[src/rtl/ysyx_25040101_ifu_if.sv]
// ---------------------------------------------------------------------------
// ysyx_25040101_ifu_if
// Instruction-memory bus between the fetch unit and instruction memory.
// One request channel (valid/ready/addr) and one response channel
// (valid pulse, data, access-fault flag). The response channel has no
// ready signal: the fetch unit keeps at most one request outstanding, so it
// can always take the response.
//   master : fetch unit side (drives the request, receives the response)
//   slave  : memory side (accepts the request, returns the response)
// ---------------------------------------------------------------------------
interface ysyx_25040101_ifu_if;
    logic        req_valid;
    logic        req_ready;
    logic [31:0] req_addr;
    logic        resp_valid;
    logic [31:0] resp_data;
    logic        resp_err;

    modport master (
        output req_valid,
        output req_addr,
        input  req_ready,
        input  resp_valid,
        input  resp_data,
        input  resp_err
    );

    modport slave (
        input  req_valid,
        input  req_addr,
        output req_ready,
        output resp_valid,
        output resp_data,
        output resp_err
    );
endinterface

[src/rtl/ysyx_25040101_ifu.sv]
// ---------------------------------------------------------------------------
// ysyx_25040101_ifu
// Instruction fetch unit. Issues one word-aligned fetch at a time, waits for
// the single-cycle response pulse, and holds the fetched instruction for the
// decode stage until it is consumed or a redirect discards it.
// Ports:
//   clk, rst_n        : clock, asynchronous active-low reset
//   imem              : instruction-memory bus (master side)
//   redirect_valid/pc : next-PC override from execute (low two bits ignored)
//   inst_valid/ready  : handshake to decode
//   inst_o, pc_o      : held instruction and its PC
//   opcode_o, func3_o, func7_o : fields of the held instruction
//   fetch_fault_o     : held instruction came from a faulting access
// ---------------------------------------------------------------------------
module ysyx_25040101_ifu #(
    parameter logic [31:0] RESET_PC = 32'h8000_0000
) (
    input  logic                       clk,
    input  logic                       rst_n,
    ysyx_25040101_ifu_if.master        imem,
    input  logic                       redirect_valid,
    input  logic [31:0]                redirect_pc,
    output logic                       inst_valid,
    input  logic                       inst_ready,
    output logic [31:0]                inst_o,
    output logic [31:0]                pc_o,
    output logic [6:0]                 opcode_o,
    output logic [2:0]                 func3_o,
    output logic                       func7_o,
    output logic                       fetch_fault_o
);

    typedef enum logic [1:0] {
        S_IDLE = 2'd0,
        S_REQ  = 2'd1,
        S_WAIT = 2'd2,
        S_HOLD = 2'd3
    } state_e;

    state_e      state_r;
    state_e      state_next_s;
    logic [31:0] pc_r;
    logic [31:0] pc_next_s;
    logic        drop_r;
    logic        drop_next_s;
    logic        load_s;
    logic [31:0] redirect_pc_s;
    logic        req_valid_r;
    logic        inst_valid_r;
    logic [31:0] inst_r;
    logic [31:0] pc_o_r;
    logic        fault_r;

    // Redirect targets are forced word-aligned before they reach the PC.
    assign redirect_pc_s = redirect_pc & 32'hFFFF_FFFC;

    // Next-state and datapath-control decode for the fetch FSM.
    always_comb begin
        state_next_s = state_r;
        pc_next_s    = pc_r;
        drop_next_s  = drop_r;
        load_s       = 1'b0;
        case (state_r)
            S_IDLE: begin
                state_next_s = S_REQ;
                if (redirect_valid) begin
                    pc_next_s = redirect_pc_s;
                end else begin
                    pc_next_s = pc_r;
                end
            end
            S_REQ: begin
                // A redirect that coincides with acceptance cannot cancel the
                // in-flight request, so its response is marked for dropping.
                if (imem.req_ready) begin
                    state_next_s = S_WAIT;
                    drop_next_s  = redirect_valid;
                end else begin
                    state_next_s = S_REQ;
                end
                if (redirect_valid) begin
                    pc_next_s = redirect_pc_s;
                end else begin
                    pc_next_s = pc_r;
                end
            end
            S_WAIT: begin
                if (imem.resp_valid) begin
                    drop_next_s = 1'b0;
                    if (drop_r || redirect_valid) begin
                        state_next_s = S_REQ;
                    end else begin
                        state_next_s = S_HOLD;
                        load_s       = 1'b1;
                    end
                end else begin
                    state_next_s = S_WAIT;
                    if (redirect_valid) begin
                        drop_next_s = 1'b1;
                    end else begin
                        drop_next_s = drop_r;
                    end
                end
                if (redirect_valid) begin
                    pc_next_s = redirect_pc_s;
                end else begin
                    pc_next_s = pc_r;
                end
            end
            S_HOLD: begin
                // Redirect wins over consumption: the held instruction is
                // on the wrong path.
                if (redirect_valid) begin
                    pc_next_s    = redirect_pc_s;
                    state_next_s = S_REQ;
                end else if (inst_ready) begin
                    pc_next_s    = pc_r + 32'd4;
                    state_next_s = S_REQ;
                end else begin
                    state_next_s = S_HOLD;
                end
            end
            default: begin
                state_next_s = S_IDLE;
            end
        endcase
    end

    // FSM state, fetch PC, drop flag and registered handshake outputs.
    always_ff @(posedge clk or negedge rst_n) begin
        if (!rst_n) begin
            state_r      <= S_IDLE;
            pc_r         <= RESET_PC;
            drop_r       <= 1'b0;
            req_valid_r  <= 1'b0;
            inst_valid_r <= 1'b0;
        end else begin
            state_r      <= state_next_s;
            pc_r         <= pc_next_s;
            drop_r       <= drop_next_s;
            req_valid_r  <= (state_next_s == S_REQ);
            inst_valid_r <= (state_next_s == S_HOLD);
        end
    end

    // Captures the accepted response; a faulting access presents a zero word.
    always_ff @(posedge clk or negedge rst_n) begin
        if (!rst_n) begin
            inst_r  <= 32'h0000_0000;
            pc_o_r  <= 32'h0000_0000;
            fault_r <= 1'b0;
        end else if (load_s) begin
            inst_r  <= imem.resp_err ? 32'h0000_0000 : imem.resp_data;
            pc_o_r  <= pc_r;
            fault_r <= imem.resp_err;
        end else begin
            inst_r  <= inst_r;
            pc_o_r  <= pc_o_r;
            fault_r <= fault_r;
        end
    end

    assign imem.req_valid = req_valid_r;
    assign imem.req_addr  = pc_r;
    assign inst_valid     = inst_valid_r;
    assign inst_o         = inst_r;
    assign pc_o           = pc_o_r;
    assign fetch_fault_o  = fault_r;
    assign opcode_o       = inst_r[6:0];
    assign func3_o        = inst_r[14:12];
    assign func7_o        = inst_r[30];

endmodule

[src/flat_wrapper.sv]
// flat-port wrapper written by rule: the top's interface ports become plain ports
module ysyx_25040101_ifu_flat 
#(
    parameter logic [31:0] RESET_PC = 32'h8000_0000
)
  (clk, rst_n, redirect_valid, redirect_pc, inst_valid, inst_ready, inst_o, pc_o, opcode_o, func3_o, func7_o, fetch_fault_o, imem_req_valid, imem_req_addr, imem_req_ready, imem_resp_valid, imem_resp_data, imem_resp_err);
  ysyx_25040101_ifu_if imem_i ();
  input  logic clk;
  input  logic rst_n;
  input  logic redirect_valid;
  input  logic [31:0] redirect_pc;
  output logic inst_valid;
  input  logic inst_ready;
  output logic [31:0] inst_o;
  output logic [31:0] pc_o;
  output logic [6:0] opcode_o;
  output logic [2:0] func3_o;
  output logic func7_o;
  output logic fetch_fault_o;
  output wire logic [$bits(imem_i.req_valid)-1:0] imem_req_valid;
  output wire logic [$bits(imem_i.req_addr)-1:0] imem_req_addr;
  input wire logic [$bits(imem_i.req_ready)-1:0] imem_req_ready;
  input wire logic [$bits(imem_i.resp_valid)-1:0] imem_resp_valid;
  input wire logic [$bits(imem_i.resp_data)-1:0] imem_resp_data;
  input wire logic [$bits(imem_i.resp_err)-1:0] imem_resp_err;
  assign imem_req_valid = imem_i.req_valid;
  assign imem_req_addr = imem_i.req_addr;
  assign imem_i.req_ready = imem_req_ready;
  assign imem_i.resp_valid = imem_resp_valid;
  assign imem_i.resp_data = imem_resp_data;
  assign imem_i.resp_err = imem_resp_err;
  ysyx_25040101_ifu #(.RESET_PC(RESET_PC)) u_core (.clk(clk), .rst_n(rst_n), .imem(imem_i), .redirect_valid(redirect_valid), .redirect_pc(redirect_pc), .inst_valid(inst_valid), .inst_ready(inst_ready), .inst_o(inst_o), .pc_o(pc_o), .opcode_o(opcode_o), .func3_o(func3_o), .func7_o(func7_o), .fetch_fault_o(fetch_fault_o));
endmodule
[config.mk]
export PLATFORM = sky130hd
export DESIGN_NAME = ysyx_25040101_ifu_flat
export DESIGN_NICKNAME = d
export VERILOG_FILES = /design/src/rtl/ysyx_25040101_ifu_if.sv /design/src/rtl/ysyx_25040101_ifu.sv /design/src/flat_wrapper.sv
export SDC_FILE = /design/constraint.sdc
export NUM_CORES = 1
export LEC_CHECK = 0
export ABC_AREA = 0
export CAP_MARGIN = 10
export CORE_UTILIZATION = 49
export CTS_BUF_LIST = sky130_fd_sc_hd__clkbuf_4
export CTS_CLUSTER_DIAMETER = 120
export CTS_CLUSTER_SIZE = 10
export DETAILED_ROUTE_END_ITERATION = 8
export PLACE_DENSITY_LB_ADDON = 0.08
export SLEW_MARGIN = 10
export SYNTH_ARGS = -nofsm -noshare
export SYNTH_HDL_FRONTEND = slang
export SYNTH_SLANG_ARGS = --single-unit
[constraint.sdc]
create_clock -name clk -period 4.45 [get_ports clk]
set_input_delay 0.445 -clock clk [delete_from_list [all_inputs] [get_ports clk]]
set_output_delay 0.445 -clock clk [all_outputs]
set_load 0.02 [all_outputs]
Word level (Yosys, flattened, before mapping)
Cells that the tools add are included.
{ "word_totals": {"out_inout_bits": 110, "rom_bits": 0, "memories": 0, "regBits": 102, "ram_bits": 0, "latch_bits": 0} }
{ "classes": {"n_reduce_logical": 6, "bitwise_logic": 0, "eq_ne": 9, "n_mux": 18, "div_mod_pow": 0, "n_mul": 0, "magnitude_cmp": 0, "shifts": 0, "add_sub_neg": 1} }
{ "ops": {"columns": ["op", "count"], "rows": [
  ["2-to-1 mux 32 bit", 4],
  ["case mux 32 bit (2 select lines)", 1],
  ["adder 32 x 3 -> 32 bit, second input constant", 1],
  ["2-to-1 mux 2 bit", 5],
  ["case mux 2 bit (4 select lines)", 1],
  ["equality test 2 bit, second input constant", 3],
  ["2-to-1 mux 1 bit", 6],
  ["inequality test 3 bit, second input constant", 2],
  ["equality test 2 x 1 -> 1 bit, second input constant", 2],
  ["AND reduction 3 bit", 1],
  ["OR reduction 3 bit", 1],
  ["logical NOT 2 bit", 1],
  ["inequality test 2 x 1 -> 1 bit, second input constant", 1],
  ["inequality test 2 bit, second input constant", 1],
  ["case mux 1 bit (2 select lines)", 1],
  ["AND reduction 2 bit", 1],
  ["nonzero test 2 bit", 1],
  ["logical OR 1 bit", 1]
]} }

Depth between registers and ports, before layout
Gate-level depths: netlist of run 1.
{ "logic_depth": {"ltp_word": 5, "ltp_mapped": 7, "mapped_depth_nobuf": 5} }

Least setup slack after synthesis of run 1
OpenSTA, ideal clock, no wires.
{ "synth_timing": {"path_kind": "reg2reg", "from": "register u_core.pc_r[2], in the netlist u_core.imem.req_addr[2]", "to": "register u_core.pc_r[24], in the netlist u_core.imem.req_addr[24]", "stages_incl_launch_ff": 7, "t_required_ns": 4.330, "slack_ns": 2.158, "t_arrival_ns": 2.172, "path_cell_list": "dfrtp_1 ha_1 nand3_2 or4_1 buf_2 or4_1 and3_1"} }
{ "synth_via": {"elab_chain_cells": 4} }
{ "synth_lines": {"columns": ["element", "line_no", "rtl"], "rows": [
  ["start, declared", "ysyx_25040101_ifu.sv:42", "logic [31:0] pc_r;"],
  ["start signal, assigned", "ysyx_25040101_ifu.sv:139", "pc_r <= pc_next_s;"],
  ["adder 32 x 3 -> 32 bit", "ysyx_25040101_ifu.sv:117", "pc_next_s = pc_r + 32'd4;"],
  ["2-to-1 mux 32 bit", "ysyx_25040101_ifu.sv:116", "end else if (inst_ready) begin"],
  ["2-to-1 mux 32 bit", "ysyx_25040101_ifu.sv:113", "if (redirect_valid) begin"],
  ["case mux 32 bit (2 select lines)", "ysyx_25040101_ifu.sv:63", "case (state_r)"]
]} }
No other way between the ends. The select of a mux whose other input is x is not followed.
A chain may end at the register's enable or synchronous reset.

Final worst setup path of run 1
Same ends and word-level chain as after synthesis.

==> results.sh, run 1 <==
export IMPL_drc=0
export IMPL_area_growth_pct=39.76
export IMPL_synth_edf_count=0
export IMPL_share_seq_of_total_power_pct=41.9
export IMPL_tritoncts="done"
export IMPL_grt_pass1_wl_microns=20830
export IMPL_crit_start="u_core.imem.req_addr[2]$_DFFE_PN0P_"
export IMPL_period_share_pct=54.80
export IMPL_worst_pin_slew_ns=1.077
export IMPL_coreArea_sq_um=9240
export IMPL_slew_limit_headroom_pct=28.20
export IMPL_yosys_warnings=0
export IMPL_worstPathRequired_ns=4.79
export IMPL_clk_pin_slew_ns=0.16
export IMPL_antenna_left=0
export IMPL_seq_area_frac_synth_pct=52.50
export IMPL_ys_async_sr_fraction_pct=100.0
export IMPL_initialDrtViolationCount=270
export IMPL_track_usage_pct=26.74
export IMPL_holdCritPathClass="reg -> reg"
export IMPL_portBuffers=174
export IMPL_insertion_delay_ns=0.45
export IMPL_switchingPower_uw=1259
export IMPL_final_hold_violation_count=0
export IMPL_tns_ns=0
export IMPL_num_io_pins=181
export IMPL_root_buffer="clkbuf_4"
export IMPL_h_tree_depth=3
export IMPL_grt_max_degree=58
export IMPL_fin_area_sq_um=6531
export IMPL_r2r_start="u_core.imem.req_addr[2]$_DFFE_PN0P_"
export IMPL_num_rows=35
export IMPL_die_y_microns=99.66
export IMPL_p_int_uw=1980
export IMPL_setup_viol=0
export IMPL_vias_per_cell=5.337
export IMPL_rr_endpoint="u_core.imem.req_addr[24]$_DFFE_PN0P_"
export IMPL_synth_top_area_cell="dfrtp_1"
export IMPL_path_max_fanout=9
export IMPL_rrSetupSlack_ns=2.01
export IMPL_synth_area_leaders="dfrtp_1 (52%), nand2_1 (13%), nand3b_1 (5.3%)"
export IMPL_clk_path_buf_depth=2
export IMPL_dr_pass1_iters=4
export IMPL_die_w_microns=99.66
export IMPL_status="finished, final reports clean"
export IMPL_crit_type="reg -> reg"
export IMPL_synth_top_area_share_pct=51.94
export IMPL_die_area_sq_um=9932
export IMPL_dpl_instance_area_sq_um=6381
export IMPL_crit_arrival_ns=2.78
export IMPL_drt_wl_total_microns=12570
export IMPL_cp_end_kind="flop"
export IMPL_synth_seq_cells=98
export IMPL_powerDensity_nw_per_um2=495.9
export IMPL_finalMaxSlewViolations=0
export IMPL_grt_remaining_overflow=0
export IMPL_startpoint_type="flop"
export IMPL_leakage_uw=0.002884
export IMPL_syn_area_sq_um=4673
export IMPL_drv_cap=0
export IMPL_grt_pass1_vias=4144
export IMPL_finalCriticalPeriod_ns=2.438
export IMPL_skew_ns=0.02148
export IMPL_pwr_share_comb_pct=43.0
export IMPL_rsz0062_at_grt="no"
export IMPL_vias=4291
export IMPL_antenna_found_initial=0
export IMPL_initial_core_util_pct=50.58
export IMPL_post_cts_buffers=0
export IMPL_final_common_cell="clkdlybuf4s50_1"
export IMPL_synth_cell_types=51
export IMPL_clock_fmax_ghz=0.4101
export IMPL_n_antenna_cell=0
export IMPL_cts_sinks=98
export IMPL_nNetsFinal=742
export IMPL_r2r_cells=5
export IMPL_wl_per_cell_microns=15.63
export IMPL_cts_made_buffers=9
export IMPL_drive_gt1_share_pct=5.333
export IMPL_gp_congestion=0.8589
export IMPL_postSynthAreaPerCell_sq_um=8.935
export IMPL_sw_frac_of_total_pct=38.88
export IMPL_ys_flop_type="dfrtp_1"
export IMPL_ir_drop_mv=0.3278
export IMPL_syn_inst=523
export IMPL_p_clk_share_pct=15.1
export IMPL_dp_hpwl_microns=8730
export IMPL_final_cell_mix="clkdlybuf4s50_1 (173), nand2_1 (161), dfrtp_1 (97)"
export IMPL_critPathCapture="u_core.imem.req_addr[24]$_DFFE_PN0P_"
## state kept, by name (all words and copies together) (netlist names)
name                   flops
u_core.drop_r              1
u_core.fetch_fault_o       1
u_core.imem.req_addr      30
u_core.imem.req_valid      1
u_core.inst_o             32
u_core.inst_valid          1
u_core.pc_o               30
u_core.state_r             2
## cells in the mapped netlist (all sizes together) (2+ instances only)
cell    count
a311oi      3
nor2       28
buf        20
or3         6
dfrtp      97
nand4       9
a31o        2
and4        3
nand2     161
nand3      10
or4        13
a31oi      14
nand2b      3
o31ai      12
a211oi      3
o21ai      18
a21oi      10
nand3b     33
and3        8
nor3        3
clkbuf     27
o32ai       3
inv        10
o22ai       2
o31a        3
nor4        4
## timing repair
action,CTS,global route
setup endpoints to repair,0,0
hold buffers,1,0
gates resized for setup,0,0
endpoints found under the hold margin,30,0
## worst min path at each step
stage / from / endpoint / slack, ns / cells after the start
floorplan: rst_n / u_core.drop_r$_DFFE_PN0P_ / 0.15 / 0
global placement: u_core.inst_o[19]$_DFFE_PN0P_ / u_core.inst_o[19]$_DFFE_PN0P_ / 0.45 / 2
detailed placement: u_core.inst_o[23]$_DFFE_PN0P_ / u_core.inst_o[23]$_DFFE_PN0P_ / 0.46 / 2
CTS: redirect_pc[31] / u_core.imem.req_addr[31]$_DFFE_PN1P_ / 0.48 / 3
global route: redirect_pc[31] / u_core.imem.req_addr[31]$_DFFE_PN1P_ / 0.48 / 3
finish: u_core.inst_o[20]$_DFFE_PN0P_ / u_core.inst_o[20]$_DFFE_PN0P_ / 0.48 / 2
## cells by family (layout without fill, tap and decap cells)
family	count (synthesis)	in the layout	share of synthesized area, %
compound gates	79	79	11.27
xor+xnor	1	1	0.1875
fa+ha+maj	1	1	0.2677
buf+inv	60	209	6.506
flops	98	98	52.50
other cells	1	4	0.08024
simple gates	283	283	29.18
## per-layer routing
metal / vias up / wire length, microns / global-route usage [%]
met4: 0 / 125 / 8.484
met3: 8 / 705 / 3.795
met1: 2037 / 5539 / 36.67
met2: 164 / 6194 / 44.03
met5: - / 0 / 0
li1: 2082 / - / -
## area by class of cell
class,count,area (sq um)
well taps,129,161.4
repair buffers,182,1802
clock buffers,10,75.07
clock inverters,6,65.06
multi-input cells,368,1933
fillers,748,2709
flip-flops and latches,98,2454
inverters,11,41.29
## worst max-delay path, cell delays in order (launching register included)
cell	delay (ns)
dfrtp_1	0.49
ha_1	0.27
nand3_2	0.14
or4_1	0.73
or4_1	0.51
and3_1	0.19
## power by group through the flow
stage	clock network [uW]	logic [uW]	registers, uW
after global placement	0	1380	1360
after CTS	498	1400	1360
after floorplan	0	430	1630
after global routing	535	1500	1400
final	488	1390	1360
after detailed placement	0	1400	1370
## through the flow
stage	total power [uW]	hold WS [ns]	worst slack (ns)	instances	util [%]
after CTS	3260	0.4824	2.035	804	70.68
final	3239	0.4816	2.012	804	70.68
after detailed placement	2775	0.4553	1.547	787	69.06
after global routing	3434	0.4829	1.861	804	70.68
after floorplan	2063	0.1494	2.158	526	-
after global placement	2733	0.4478	1.607	787	69.06
No activity file was read; power rests on OpenSTA's default activity.
==> run 2: changes to the inputs <==
Settings changed: CORE_UTILIZATION 49 to 45.
Clock period 4.45 ns to 2.5 ns, I/O delays scaled along.
==> run 2 against run 1 <==
  * Critical path depth is 1 lower
  * Die area is 8.7% higher
  * Power up 79%
  * Worst setup slack worse by 1.8 ns
  * Clock power is 72% higher
  * Critical endpoint is now u_core.imem.req_addr[13]$_DFFE_PN0P_
  * Non-clock buffer count up 7
==> results.sh, run 2 (synthesis gave the netlist of run 1 again) <==
export IMPL_path_max_fanout=15
export IMPL_num_rows=36
export IMPL_track_usage_pct=24.85
export IMPL_grt_remaining_overflow=0
export IMPL_drv_cap=0
export IMPL_largest_reg_flops=32
export IMPL_vias=4452
export IMPL_leakage_uw=0.002931
export IMPL_dr_pass1_iters=5
export IMPL_clock_fmax_ghz=0.4387
export IMPL_drc=0
export IMPL_drt_wl_total_microns=13250
export IMPL_final_cell_mix="clkdlybuf4s50_1 (173), nand2_1 (161), dfrtp_1 (97)"
export IMPL_crit_arrival_ns=2.66
export IMPL_dpl_instance_area_sq_um=6476
export IMPL_final_common_cell="clkdlybuf4s50_1"
export IMPL_slew_limit_headroom_pct=40.51
export IMPL_clk_path_buf_depth=2
export IMPL_finalCriticalPeriod_ns=2.279
export IMPL_die_y_microns=103.9
export IMPL_worstPathRequired_ns=2.88
export IMPL_skew_ns=0.01833
export IMPL_final_core_util_pct=66.79
export IMPL_root_buffer="clkbuf_4"
export IMPL_n_fill_cell=824
export IMPL_initialDrtViolationCount=234
export IMPL_period_share_pct=91.17
export IMPL_initial_core_util_pct=47.16
export IMPL_portBuffers=174
export IMPL_multiInputGateArea_sq_um=1933
export IMPL_post_cts_buffers=0
export IMPL_gp_congestion=0.8680
export IMPL_antenna_left=0
export IMPL_clk_pin_slew_ns=0.15
export IMPL_ir_drop_mv=0.4392
export IMPL_grt_max_degree=64
export IMPL_tritoncts="done"
export IMPL_coreArea_sq_um=9910
export IMPL_h_tree_depth=3
export IMPL_final_hold_violation_count=0
export IMPL_wl_per_cell_microns=16.26
export IMPL_insertion_delay_ns=0.46
export IMPL_status="finished, final reports clean"
export IMPL_num_io_pins=181
export IMPL_holdCritStartpoint="redirect_pc[8]"
export IMPL_startpoint_type="flop"
export IMPL_setup_viol=0
export IMPL_die_w_microns=103.9
export IMPL_area_growth_pct=41.63
export IMPL_cts_made_buffers=9
export IMPL_nNetsFinal=749
export IMPL_antenna_found_initial=0
export IMPL_worst_pin_slew_ns=0.8895
export IMPL_grt_pass1_vias=4251
export IMPL_rrSetupSlack_ns=0.22
export IMPL_vias_per_cell=5.463
export IMPL_worst_hold_slack_ns=0.3275
export IMPL_n_antenna_cell=0
export IMPL_powerDensity_nw_per_um2=873.7
export IMPL_fin_area_sq_um=6619
export IMPL_regArea_sq_um=2454
export IMPL_r2r_start="u_core.imem.req_addr[4]$_DFFE_PN0P_"
export IMPL_crit_start="u_core.imem.req_addr[4]$_DFFE_PN0P_"
export IMPL_tns_ns=0
export IMPL_rsz0062_at_grt="no"
export IMPL_finalMaxSlewViolations=0
export IMPL_holdCritPathClass="in -> reg"
export IMPL_grt_pass1_wl_microns=21360
export IMPL_cp_end_kind="flop"
export IMPL_drive_gt1_share_pct=6.012
export IMPL_cts_sinks=98
export IMPL_crit_type="reg -> reg"
export IMPL_dp_hpwl_microns=9277
export IMPL_die_area_sq_um=10800
-- run 2: cell types whose count changed in the layout (fill, tap and decap cells not counted), sizes merged --
cell / change
buf: +7
clkbuf: +2
inv: -2
clkinv: +1
clkinvlp: -1
-- run 2: area by class of cell --
cell class	instances	area share (%)
Sequential cell	98	37.07
Clock buffer	12	1.361
Timing Repair Buffer	189	28.58
Inverter	11	0.6238
Tap cell	133	2.514
Multi-Input combinational cell	368	29.21
Clock inverter	4	0.6427
-- run 2: worst paths after layout --
check / cells after the start / end
min in group asynchronous: 2 / u_core.inst_o[15]$_DFFE_PN0P_
worst min register to register: 2 / u_core.inst_o[11]$_DFFE_PN0P_
worst max register to register: 4 / u_core.imem.req_addr[13]$_DFFE_PN0P_
worst min-delay path: 3 / u_core.imem.req_addr[8]$_DFFE_PN0P_
worst max-delay path: 4 / u_core.imem.req_addr[13]$_DFFE_PN0P_
max in group asynchronous: 3 / u_core.imem.req_addr[31]$_DFFE_PN1P_
-- run 2: what timing repair did --
item	4_1_cts	5_1_grt
hold endpoints to repair	49	0
hold buffers	1	0
gates resized for setup	0	0
-- run 2: power by group --
part,total [uW],internal (uW),switching (uW)
sequential,2390,2040,353
combinational,2550,1200,1350
clock,838,332,506
total,5780,3570,2210
-- run 2: through the flow --
step	setup WS, ns	std cells	power, uW
after floorplan	0.2080	526	3672
after global placement	0.3026	798	4915
after detailed placement	0.2493	798	4983
after CTS	0.2399	815	5818
after global routing	0.1269	815	6092
final	0.2207	815	5783
-- run 2: critical path, cell delays in order (launching register included) --
cell,delay [ns]
dfrtp_1,0.52
nand4_1,0.30
or3_2,0.66
or4_1,0.54
a31oi_1,0.18
-- run 2: metal layers --
layer	part of all wire [%]	vias to the layer above	track usage, %
met5	0	-	0
met4	1.9	0	9.082
met3	6.1	28	5.201
met2	46	179	40.05
met1	46	2150	33.20
li1	-	2095	-
==> run 3: changes to the inputs <==
Settings changed: CORE_MARGIN set to 5.
==> run 3 against run 2 <==
  * Die area is 16% higher
  * Critical path depth increased by 1
  * Worst setup slack worse by 0.087 ns
  * Design area rose by 0.30%
  * Fmax fell by 3.7%
  * Critical path type unchanged
  * First-iteration DRC count rose by 50%
  * Power rose by 1.7%
  * Wire length grew 2.1%
  * Count of clock-buffer cells in the layout shrank 3
  * Via count shrank 3.0%
  * Flip-flop and latch count unchanged
  * Critical endpoint is now u_core.imem.req_addr[24]$_DFFE_PN0P_
  * Combinational power is essentially flat
==> results.sh, run 3 (synthesis gave the netlist of run 1 again) <==
export IMPL_status="finished, final reports clean"
export IMPL_vias=4318
export IMPL_fin_area_sq_um=6639
export IMPL_drive_gt1_share_pct=6.158
export IMPL_track_usage_pct=21.90
export IMPL_crit_family="simple AND/OR/NAND/NOR gates"
export IMPL_tritoncts="done"
export IMPL_worst_pin_slew_ns=0.9409
export IMPL_n_antenna_cell=0
export IMPL_dpl_instance_area_sq_um=6467
export IMPL_initial_core_util_pct=45.68
export IMPL_final_core_util_pct=64.89
export IMPL_crit_path_frequent_cell="or4_1"
export IMPL_finalMaxSlewViolations=0
export IMPL_gp_congestion=0.8507
export IMPL_clock_fmax_ghz=0.4225
export IMPL_nNetsFinal=749
export IMPL_final_cell_mix="clkdlybuf4s50_1 (173), nand2_1 (161), dfrtp_1 (97)"
export IMPL_wl_per_cell_microns=16.53
export IMPL_crit_arrival_ns=2.73
export IMPL_cp_slowest_stage_delay_ns=0.71
export IMPL_largest_reg_flops=32
export IMPL_rsz0062_at_grt="no"
export IMPL_root_buffer="clkbuf_4"
export IMPL_grt_remaining_overflow=0
export IMPL_grt_max_degree=64
export IMPL_drt_wl_total_microns=13530
export IMPL_dr_pass1_iters=5
export IMPL_area_growth_pct=42.06
export IMPL_final_common_cell="clkdlybuf4s50_1"
export IMPL_crit_type="reg -> reg"
export IMPL_dp_hpwl_microns=9759
export IMPL_worstPathRequired_ns=2.86
export IMPL_leakage_uw=0.002936
export IMPL_die_y_microns=111.9
export IMPL_grt_pass1_wl_microns=22370
export IMPL_setup_viol=0
export IMPL_tns_ns=0
export IMPL_powerDensity_nw_per_um2=885.8
export IMPL_grt_pass1_vias=4185
export IMPL_clk_pin_slew_ns=0.16
export IMPL_cp_cell_sequence="ha_1 -> nand3_2 -> or4_1 -> or4_1 -> and3_1"
export IMPL_cts_made_buffers=9
export IMPL_die_area_sq_um=12520
export IMPL_cp_end_kind="flop"
export IMPL_finalCriticalPeriod_ns=2.367
export IMPL_slowest_stage="or4_1"
export IMPL_num_io_pins=181
export IMPL_vias_per_cell=5.279
export IMPL_clk_path_buf_depth=2
export IMPL_drv_cap=0
export IMPL_cts_sinks=98
export IMPL_post_cts_buffers=0
export IMPL_die_w_microns=111.9
export IMPL_p_clk_share_pct=16.0
export IMPL_p_int_uw=3637
export IMPL_ir_drop_mv=0.4422
export IMPL_drc=0
export IMPL_num_rows=37
export IMPL_final_hold_violation_count=0
export IMPL_initialDrtViolationCount=352
export IMPL_share_seq_of_total_power_pct=40.7
export IMPL_path_max_fanout=9
export IMPL_portBuffers=174
export IMPL_insertion_delay_ns=0.46
export IMPL_period_share_pct=94.66
export IMPL_pwr_share_comb_pct=43.3
export IMPL_antenna_left=0
export IMPL_antenna_found_initial=0
export IMPL_cp_buffers_inverters=0
export IMPL_switchingPower_uw=2244
export IMPL_startpoint_type="flop"
export IMPL_h_tree_depth=3
export IMPL_slew_limit_headroom_pct=37.08
export IMPL_coreArea_sq_um=10230
export IMPL_sw_frac_of_total_pct=38.16
export IMPL_holdCritPathClass="in -> reg"
export IMPL_skew_ns=0.01673
[run 3: changes by cell type in the layout (fill, tap and decap cells not counted), sizes merged]
cell	previous run	this run
clkinv	4	5
clkbuf	12	9
bufinv	1	2
clkinvlp	0	1
[run 3: per-layer routing]
| metal | vias to the layer above | wire (microns) | GRT usage (%) |
|---|---|---|---|
| met1 | 2057 | 6246 | 30.77 |
| li1 | 2094 | - | - |
| met5 | - | 0 | 0 |
| met2 | 152 | 6292 | 34.53 |
| met4 | 0 | 226 | 6.894 |
| met3 | 15 | 760 | 3.967 |
[run 3: worst min-delay path: stages]
cell and delay [ns]:
clkdlybuf4s50_1 0.39, nand2_1 0.06, a21oi_1 0.05
[run 3: timing repair]
action                    in CTS  in global routing
gates resized for setup        0                  0
hold endpoints to repair      43                  0
hold buffers                   1                  0
[run 3: power by group through the flow]
stage	sequential, uW	combinational [uW]	clock, uW
floorplan	2910	765	0
global placement	2400	2540	0
detailed placement	2430	2570	0
CTS	2390	2580	975
global route	2470	2740	1040
finish	2390	2550	942
[run 3: through the flow]
| stage | cells | hold WS [ns] | total power [uW] | setup WS (ns) |
|---|---|---|---|---|
| finish | 818 | 0.3186 | 5881 | 0.1334 |
| global route | 818 | 0.2976 | 6255 | 0.02037 |
| CTS | 818 | 0.2930 | 5943 | 0.1292 |
| detailed placement | 801 | 0.2870 | 4995 | 0.1607 |
| global placement | 801 | 0.2874 | 4932 | 0.2206 |
| floorplan | 526 | -0.04559 | 3672 | 0.2080 |
[run 3: cell type report]
class,count,area (sq um)
Clock buffer,9,67.56
Clock inverter,7,93.84
Fill cell,877,3592
Inverter,11,41.29
Multi-Input combinational cell,368,1933
Sequential cell,98,2454
Tap cell,136,170.2
Timing Repair Buffer,189,1879
[run 3: path summary, 6_finish.rpt]
kind / start / to / slack, ns / cells after the start
max in group asynchronous: rst_n / u_core.imem.req_addr[31]$_DFFE_PN1P_ / 1.43 / 3
min reg2reg: u_core.inst_o[27]$_DFFE_PN0P_ / u_core.inst_o[27]$_DFFE_PN0P_ / 0.48 / 2
max reg2reg: u_core.imem.req_addr[3]$_DFFE_PN0P_ / u_core.imem.req_addr[24]$_DFFE_PN0P_ / 0.13 / 5
min in group asynchronous: rst_n / u_core.inst_o[17]$_DFFE_PN0P_ / 0.33 / 2
max: u_core.imem.req_addr[3]$_DFFE_PN0P_ / u_core.imem.req_addr[24]$_DFFE_PN0P_ / 0.13 / 5
min: redirect_pc[8] / u_core.imem.req_addr[8]$_DFFE_PN0P_ / 0.32 / 3
